File: src/rtl/rls_pkg.sv
// ---------------------------------------------------------------------------
// rls_pkg
// Shared definitions for the RLS datapath: the Q16.16 fixed-point format used
// by every stage (width, fractional bits, the value 1.0 and the saturation
// limits) and the state encoding of the inner-product engine.
// No ports; import with "import rls_pkg::*;".
// ---------------------------------------------------------------------------
package rls_pkg;

  // Q format shared by the regressor, the weights and the inner-product result
  localparam int              Q_W    = 32;
  localparam int              Q_FRAC = 16;
  localparam logic [Q_W-1:0]  Q_ONE  = 32'h0001_0000;
  localparam logic [Q_W-1:0]  Q_MAX  = 32'h7FFF_FFFF;
  localparam logic [Q_W-1:0]  Q_MIN  = 32'h8000_0000;

  // Inner-product engine states: waiting for start, taking element pairs,
  // and the single cycle in which the wide sum is saturated into the result
  typedef enum logic [1:0] {
    IDLE = 2'd0,
    ACC  = 2'd1,
    DONE = 2'd2
  } mac_state_t;

endpackage

File: src/rtl/q_mul.sv
// ---------------------------------------------------------------------------
// q_mul
// Combinational signed fixed-point multiply: the full 2W-bit product of two
// signed Q operands, arithmetically shifted right by FRAC (rounding toward
// minus infinity). The result keeps all 2W-FRAC significant bits so callers
// can accumulate without losing range. Reused by the gain/update stages.
// Ports:
//   a, b : W-bit signed Q operands
//   p    : (2W-FRAC)-bit signed product, same number of fractional bits as a/b
// ---------------------------------------------------------------------------
module q_mul
  import rls_pkg::*;
#(
  parameter int W    = Q_W,
  parameter int FRAC = Q_FRAC
) (
  input  logic [W-1:0]        a,
  input  logic [W-1:0]        b,
  output logic [2*W-FRAC-1:0] p
);

  localparam int PW = 2 * W - FRAC;

  logic signed [2*W-1:0] a_ext;
  logic signed [2*W-1:0] b_ext;
  logic signed [2*W-1:0] full;

  // Operands are sign-extended to the product width before multiplying so the
  // multiply is a true signed W x W product. Dropping the low FRAC bits of an
  // arithmetic shift keeps the Q alignment; the top bits of the shifted value
  // are only sign copies and are discarded by the cast.
  always_comb begin
    a_ext = (2*W)'($signed(a));
    b_ext = (2*W)'($signed(b));
    full  = a_ext * b_ext;
    p     = PW'(full >>> FRAC);
  end

endmodule

File: src/rtl/rls_inner_product_mac.sv
// ---------------------------------------------------------------------------
// rls_inner_product_mac
// Serial fixed-point inner product s = sum a_i*b_i over N element pairs,
// one pair per accepted beat, fed by the regressor shift register and the
// weight store. Products are summed in a wide accumulator and saturated to
// W bits once, after the last pair.
// Ports:
//   clk, reset      : rising-edge clock, asynchronous active-high reset
//   start           : pulse to begin a product (only honoured when idle)
//   abort           : drop the current product, no result is produced
//   a_in, b_in      : element pair (signed Q), qualified by in_valid
//   in_valid        : pair valid this cycle
//   in_ready        : engine takes a pair this cycle (accumulating only)
//   s, ovf          : saturated result and its saturation flag, held
//   s_valid         : one-cycle pulse when s/ovf are updated
//   busy            : a product is in progress
// ---------------------------------------------------------------------------
module rls_inner_product_mac
  import rls_pkg::*;
#(
  parameter int N     = 8,
  parameter int W     = Q_W,
  parameter int FRAC  = Q_FRAC,
  parameter int ACC_W = 48
) (
  input  logic         clk,
  input  logic         reset,
  input  logic         start,
  input  logic         abort,
  input  logic [W-1:0] a_in,
  input  logic [W-1:0] b_in,
  input  logic         in_valid,
  output logic         in_ready,
  output logic [W-1:0] s,
  output logic         s_valid,
  output logic         ovf,
  output logic         busy
);

  localparam int PW    = 2 * W - FRAC;
  localparam int EXT_W = (ACC_W > PW) ? ACC_W : PW;
  localparam int CNT_W = (N > 1) ? $clog2(N) : 1;

  localparam logic [W-1:0]     S_MAX    = {1'b0, {(W-1){1'b1}}};
  localparam logic [W-1:0]     S_MIN    = {1'b1, {(W-1){1'b0}}};
  localparam logic [CNT_W-1:0] CNT_LAST = CNT_W'(N - 1);

  mac_state_t state;
  mac_state_t state_next;

  logic signed [ACC_W-1:0] acc;
  logic        [CNT_W-1:0] cnt;
  logic        [PW-1:0]    prod;
  logic signed [EXT_W-1:0] prod_ext;
  logic signed [EXT_W-1:0] acc_ext;
  logic signed [EXT_W-1:0] sum_ext;
  logic                    beat;
  logic                    last_beat;
  logic                    fits;
  logic                    sat_hi;
  logic                    sat_lo;

  q_mul #(
    .W    (W),
    .FRAC (FRAC)
  ) u_q_mul (
    .a (a_in),
    .b (b_in),
    .p (prod)
  );

  // Ready depends on state alone so the upstream stores never see a
  // combinational path from their own valid back to ready.
  assign in_ready = (state == ACC);

  // A beat is only taken when no abort is pending: abort discards the pair
  // offered in the same cycle.
  assign beat      = in_ready && in_valid && !abort;
  assign last_beat = beat && (cnt == CNT_LAST);

  // Product and accumulator are brought to a common signed width before the
  // add, so the shifted product is sign-extended into the running sum.
  always_comb begin
    prod_ext = EXT_W'($signed(prod));
    acc_ext  = EXT_W'(acc);
    sum_ext  = acc_ext + prod_ext;
  end

  // The sum fits in W bits exactly when every accumulator bit from W-1 up is
  // a copy of the sign; otherwise the sign picks the saturation direction.
  always_comb begin
    fits   = (&acc[ACC_W-1:W-1]) || !(|acc[ACC_W-1:W-1]);
    sat_hi = !fits && !acc[ACC_W-1];
    sat_lo = !fits &&  acc[ACC_W-1];
  end

  // State register.
  always_ff @(posedge clk or posedge reset) begin
    if (reset) begin
      state <= IDLE;
    end else begin
      state <= state_next;
    end
  end

  // Next-state logic. Abort beats everything; start is only looked at when
  // idle, so a start during a product never restarts it. DONE always lasts a
  // single cycle, which is the cycle the result register is loaded.
  always_comb begin
    state_next = state;
    if (abort) begin
      state_next = IDLE;
    end else begin
      case (state)
        IDLE:    if (start)     state_next = ACC;
        ACC:     if (last_beat) state_next = DONE;
        DONE:                   state_next = IDLE;
        default:                state_next = IDLE;
      endcase
    end
  end

  // Datapath: clear the sum on start, accumulate on beats, and on the DONE
  // cycle saturate into s/ovf with a one-cycle s_valid. An abort only drops
  // busy; s and ovf keep the last real result.
  always_ff @(posedge clk or posedge reset) begin
    if (reset) begin
      acc     <= '0;
      cnt     <= '0;
      s       <= '0;
      s_valid <= 1'b0;
      ovf     <= 1'b0;
      busy    <= 1'b0;
    end else begin
      s_valid <= 1'b0;
      if (abort) begin
        busy <= 1'b0;
      end else begin
        case (state)
          IDLE: begin
            if (start) begin
              acc  <= '0;
              cnt  <= '0;
              busy <= 1'b1;
            end
          end
          ACC: begin
            if (beat) begin
              acc <= ACC_W'(sum_ext);
              cnt <= cnt + CNT_W'(1);
            end
          end
          DONE: begin
            if (sat_hi) begin
              s   <= S_MAX;
              ovf <= 1'b1;
            end else if (sat_lo) begin
              s   <= S_MIN;
              ovf <= 1'b1;
            end else begin
              s   <= acc[W-1:0];
              ovf <= 1'b0;
            end
            s_valid <= 1'b1;
            busy    <= 1'b0;
          end
          default: begin
            busy <= 1'b0;
          end
        endcase
      end
    end
  end

endmodule

File: config.mk
export PLATFORM = sky130hd
export DESIGN_NAME = rls_inner_product_mac
export DESIGN_NICKNAME = d
export VERILOG_FILES = /design/src/rtl/rls_pkg.sv /design/src/rtl/q_mul.sv /design/src/rtl/rls_inner_product_mac.sv
export SDC_FILE = /design/constraint.sdc
export NUM_CORES = 2
export LEC_CHECK = 0
export CAP_MARGIN = 20
export CORE_MARGIN = 1
export CORE_UTILIZATION = 40
export CTS_CLUSTER_SIZE = 25
export DETAILED_ROUTE_END_ITERATION = 6
export PLACE_DENSITY_LB_ADDON = 0.3
export SLEW_MARGIN = 20
export SYNTH_ARGS = -nofsm -noshare
export SYNTH_HDL_FRONTEND = slang
export SYNTH_SLANG_ARGS = --single-unit
export TNS_END_PERCENT = 30
File: constraint.sdc
create_clock -name clk -period 3.25 [get_ports clk]
set_input_delay 0.325 -clock clk [delete_from_list [all_inputs] [get_ports clk]]
set_output_delay 0.325 -clock clk [all_outputs]
set_load 0.02 [all_outputs]
==> run summary <==
* **outcome** complete, but fails checks
* **failing checks** negative setup slack
* **Post-Synthesis Net Count** 5,854
* **cts bufs inserted** 9
* **# setup viols final** 48
* **Remaining DRCs** 0
* **Worst path slowest cell** sky130_fd_sc_hd__fa_2
* **slack of the worst reg-to-reg path** -0.15 ns
* **pin count of the biggest net entering global routing** 59
* **clock latency on the worst-skew pair** 0.35 ns
* **headroom to the max-slew limit** 48.6%
* **async set or reset register ratio after synthesis** 100%
* **leading register cell type out of synthesis** sky130_fd_sc_hd__dfrtp_1
* **clock tree buffer depth** 2
* **delay of the slowest cell on the worst path** 0.59 ns
* **first-pass GRT wire length** 201 mm
* **Arrival @ worst endpoint** 9.59 ns
* **slew of the pin with the lowest slew margin** 0.772 ns
* **cell at the root of the clock tree** sky130_fd_sc_hd__clkbuf_16
* **Total Nets Final** 6,476
* **final WL** 126 mm
* **via density per instance** 5.04
* **warning count from the yosys run** 0
* **global-route track usage on met2** 44.5%
* **final global-route overflow total** 0
* **share of layout cells above drive strength 1** 22.3%
* **number of instances in the synthesized netlist** 4,473
* **Die ar.** 105,000 sq um
* **Synth Register Bits** 88
* **CP Class** in -> reg
* **routed via count** 32,600
* **shortest period the worst path allows** 9.37 ns
* **number of DRC violations after detailed-routing iteration 0** 1,864
* **number of antenna violations at the first check in global routing** 3
* **CTS clock-pin slew for the worst setup and hold paths** 0.07 ns
* **number of different library cells in the post-synthesis netlist** 69
* **f_max** 107 MHz
* **fraction of the yosys area taken by sequential cells** 5.33%
* **worst setup margin** -6.12 ns
* **drt pass-1 iters** 5
* **count of hold buffers inserted by post-cts repair** 0
* **busiest layer in global routing** met2
* **required time of the critical path** 3.46 ns
* **Max Cap Viol** 0
* **number of clock sinks** 88
* **number of placed I/O pins** 105
* **Core Region** 102,000 sq um
* **global routing met3 resource utilization** 3.25%
* **Mapped Area** 41,300 sq um
* **final hold violation count** 0
* **post-route antenna net violation count** 0
* **number of cell instances on the worst register-to-register path** 15
* **maximum fanout along the worst path** 10
* **synthesized area per cell** 9.24 sq um
* **Final Wtd Congestion** 0.908
* **RSZ-0062 raised after global routing** yes
* **kind of end point of the critical path** flop
* **maximum level of the CTS H-tree** 3
* **Placement Rows** 117
* **synthesis-to-finish area growth** 28.2%
* **Setup crit start kind** input port
* **Die Span X** 323 microns
* **max-slew violation total from the final report** 0
* **reg-to-reg endpoint** acc[46]
* **final clock skew** 0.00870 ns
* **Die Span Y** 323 microns
* **r2r startpoint** acc[0]
* **class of the worst hold path** in -> async
* **number of global-route vias before repair** 36,000
* **GRT Util Overall** 25.1%
* **Starting Density** 40.5%
* **library cell appearing most often on the critical path** sky130_fd_sc_hd__fa_1
* **CTS tree** done
* **number of port buffers** 104
* **number of enable flip-flop cells after synthesis** 0
* **share of the core filled with cells** 51.9%
* **wire length per cell after detailed routing** 19.5 microns
* **routing usage on met1** 31.5%
* **fraction of the cycle the final worst path needs** 288%
* **HPWL after DPL** 97.0 mm
worst max-delay path by stage:
stage                   from       to  slack, ns  cells after the start
finish               b_in[5]  acc[44]      -6.12                     38
detailed placement  b_in[22]  acc[47]      -6.93                     38
CTS                 b_in[14]  acc[47]      -6.11                     35
global placement     b_in[2]  acc[47]      -6.93                     39
floorplan           b_in[20]  acc[46]      -5.68                     36
global route        b_in[13]  acc[46]      -6.44                     41
cell usage after synthesis (all sizes together) (8+ instances only):
| library cell | count | area, sq um |
|---|---|---|
| o21a | 13 | 97.6 |
| ha | 230 | 2880 |
| nand2b | 23 | 144 |
| xor2 | 36 | 315 |
| fa | 1082 | 21700 |
| and2 | 483 | 3020 |
| clkbuf | 230 | 865 |
| a21o | 35 | 263 |
| nor2 | 100 | 380 |
| a21oi | 138 | 694 |
| nand2 | 658 | 2470 |
| nand4 | 14 | 87.6 |
| nor3 | 11 | 55.1 |
| a211oi | 10 | 75.1 |
| o21bai | 9 | 67.6 |
| and3 | 14 | 87.6 |
| nand3 | 40 | 205 |
| a31oi | 8 | 50.1 |
| inv | 969 | 3640 |
| nor2b | 13 | 81.3 |
| o21ai | 102 | 510 |
| xnor2 | 59 | 517 |
| dfrtp | 88 | 2200 |
sequential cells by signal, indices dropped and copies added, names as in the netlist:
signal   flops
acc         48
s           32
cnt          3
state        2
busy         1
ovf          1
s_valid      1
metrics by stage:
step                cells  TNS [ns]  setup WS [ns]  hold slack (ns)  area (sq um)
finish               6471   -247.96          -6.12            0.371         53000
global route         6468   -263.65          -6.44            0.438         53000
CTS                  6454   -248.83          -6.11            0.405         52400
detailed placement   6308   -292.10          -6.93            0.486         48800
global placement     6308   -291.46          -6.93            0.488         48800
floorplan            4473   -225.40          -5.68            0.430         41900
kinds of logic (layout without fill, tap and decap cells):
kind of cell | after synthesis | count (layout) | synth area share (%)
AO/OA/AOI/OAI | 395 | 395 | 6.08
XOR/XNOR | 95 | 95 | 2.01
other | 0 | 3 | 0
buffers and inverters | 1201 | 1828 | 10.9
AND/OR/NAND/NOR | 1382 | 1382 | 16.3
flip-flops | 88 | 88 | 5.33
adder cells (fa/ha/maj) | 1312 | 1312 | 59.4
cell type report:
type	count	area (sq um)
clock buffer	9	225
antenna	3	7.51
inverter	969	3640
multi-input combinational	3184	36300
clock inverter	7	101
fill	9213	49100
tap	1368	1710
timing repair buffer	843	8770
sequential	88	2200
critical path: cells and delay by family:
family,cells,cell delay (ns)
AOI/OAI and AO/OA,14,2.37
adders and majority gates,10,4.58
buffers and inverters,7,0.93
and+or+nand+nor,7,1.33
layout by cell type, fill, tap and decap left out, types with 14 or more instances in the layout:
master / n
sky130_fd_sc_hd__o21ai_2: 18
sky130_fd_sc_hd__nand4_1: 14
sky130_fd_sc_hd__nand2b_1: 21
sky130_fd_sc_hd__o21ai_1: 37
sky130_fd_sc_hd__fa_1: 1023
sky130_fd_sc_hd__nand2_2: 14
sky130_fd_sc_hd__inv_1: 949
sky130_fd_sc_hd__buf_6: 51
sky130_fd_sc_hd__buf_4: 584
sky130_fd_sc_hd__nand3_1: 31
sky130_fd_sc_hd__a21oi_2: 39
sky130_fd_sc_hd__nor2_1: 88
sky130_fd_sc_hd__bufbuf_16: 37
sky130_fd_sc_hd__fa_2: 59
sky130_fd_sc_hd__ha_1: 196
sky130_fd_sc_hd__and2_4: 31
sky130_fd_sc_hd__xor2_1: 32
sky130_fd_sc_hd__xnor2_1: 47
sky130_fd_sc_hd__buf_12: 75
sky130_fd_sc_hd__ha_4: 31
sky130_fd_sc_hd__a21o_1: 35
sky130_fd_sc_hd__clkdlybuf4s50_1: 40
sky130_fd_sc_hd__a21oi_1: 91
sky130_fd_sc_hd__inv_2: 18
sky130_fd_sc_hd__o21ai_0: 42
sky130_fd_sc_hd__nand2_1: 641
sky130_fd_sc_hd__dfrtp_1: 88
sky130_fd_sc_hd__and2_1: 451
routing by layer:
metal	part of all wire [%]	vias to the layer above
li1	-	14500
met1	39	17000
met2	51	913
met3	6.0	263
met4	4.1	0
met5	0	-
what timing repair did:
action                     CTS  global route
pin swaps                  180            79
cloned                      46             2
gates resized for setup    593           124
setup buffers               86            14
setup endpoints to repair   48            48
Power is left out: the tool's default activity adds up to more than one toggle a clock period on the data nets, which glitch-free logic cannot reach.
==> RTL change, RTL diff (same settings) <==
The parameter `ACC_W` goes from 48 to 96.
--- a/src/rtl/rls_inner_product_mac.sv
+++ b/src/rtl/rls_inner_product_mac.sv
@@ -23,3 +23,3 @@
   parameter int FRAC  = Q_FRAC,
-  parameter int ACC_W = 48
+  parameter int ACC_W = 96
 ) (
Function: no difference found for any inputs over 4 cycles, from zero or initial values and one cycle with reset high; that may be too few to reach the edited logic, so the function may still have changed.
==> RTL change against the original RTL <==
Worst setup slack worse by 0.60 ns. Synthesized area grew 12%. Synthesized cell count increased by 15%. Routed wire length up 18%. Critical path type unchanged. Largest cell class unchanged. Utilization is 3.5 points higher. The flow finishes with violations (design-rule violations, negative setup slack). Sequential cell count grew 48. Final area increased by 20%. Register-to-register slack worse by 0.25 ns.
Power is not shown: default switching activity piles up to over one toggle a cycle in this logic, so the estimate is an artifact.
==> RTL change: results (changes against the original RTL) <==
Outcome: complete, but fails checks
Fin Clk Skew: 0.00920 ns (+0.000506 ns)
Final setup fails: 96 (+100%)
Post-synthesis mux area share: 0.00151 (+0.00151)
Regs by FF count: acc (96), s (32), cnt (3)
Failing checks: design-rule violations, negative setup slack
PnR worst setup slack: -6.73 ns (-0.604 ns)
M1 WL: 59500 um (+22%)
Worst reg2reg startpoint: acc[10]
Insertion delay to the later sink of the worst-skew pair: 0.44 ns (+0.09 ns)
Setup TNS: -561.68 ns (-313.72 ns)
Yosys cell types: 77 (+12%)
Initial antenna violation count: 2 (-1)
Top layer in use: met5
Post-CTS Resized: 715 (+21%)
R2r setup slk: -0.40 ns (-0.25 ns)
Proportion of layout cells with a drive suffix above 1: 0.295 (+0.0715)
Largest cells by area after synthesis: fa_1 (47%), ha_1 (7.9%), inv_1 (7.8%)
Synth Area in Compound Gates: 0.0824 (+0.0216)
First-pass GRT wire length: 237000 um (+18%)
Commonest cells in the netlist: fa_1 (1082), inv_1 (969), nand2_1 (709), and2_1 (535), ha_1 (292)
CTS H-tree depth: 4 (+1)
Setup slack at placement: -8.01 ns (-1.08 ns)
Wire per inst: 19.3 um (-1.2%)
FF-to-FF path depth: 13 (-2)
Largest net degree at the start of global routing: 99 (+68%)
Antenna diodes: 0 (-3)
Post-CTS Setup Bufs: 177 (+110%)
CTS Buf Count: 17 (+8)
Residual DRC: 7 (+7)
==> RTL change: cell count changes after synthesis, moves of 50 or more <==
| cell | before | now |
|---|---|---|
| o21ai_0 | 98 | 189 |
| nand4_1 | 14 | 64 |
| ha_1 | 230 | 292 |
| and2_1 | 483 | 535 |
| nand2_1 | 658 | 709 |
| nor2_1 | 98 | 154 |
==> RTL change: cells by family after synthesis <==
group	Yosys count
DFF	136
and+or+nand+nor	1629
adders and majority gates	1374
xor gates and xnor gates	140
buffers and inverters	1230
AOI/OAI and AO/OA	618
muxes	7
==> RTL change: layout make-up <==
cell class | count | area (sq um)
fill | 9825 | 51100
multi-input combinational | 3768 | 41400
timing repair buffer | 1310 | 12600
inverter | 969 | 3660
sequential | 136 | 3400
tap | 1512 | 1890
clock buffer | 18 | 439
clock inverter | 14 | 150
==> RTL change: critical path, delay by kind of cell <==
family                     cells  cell delay [ns]
AOI/OAI and AO/OA             12             2.40
xor gates and xnor gates       1             0.20
adders and majority gates     10             4.66
buffers and inverters         17             1.73
and+or+nand+nor                6             0.94
==> RTL change: metrics by stage <==
stage	hold slack [ns]	util
floorplan	0.430	-
global placement	0.484	0.496
detailed placement	0.493	0.496
CTS	0.373	0.540
global route	0.431	0.554
finish	0.342	0.554
==> RTL change: worst max-delay path by stage <==
stage | from | to | slack (ns) | depth (start not counted)
after floorplan | b_in[2] | acc[90] | -7.40 | 36
after global placement | a_in[7] | acc[89] | -7.98 | 40
after detailed placement | a_in[7] | acc[90] | -8.01 | 38
after CTS | b_in[5] | acc[90] | -6.65 | 44
after global routing | b_in[14] | acc[90] | -6.99 | 40
final | b_in[5] | acc[90] | -6.73 | 46
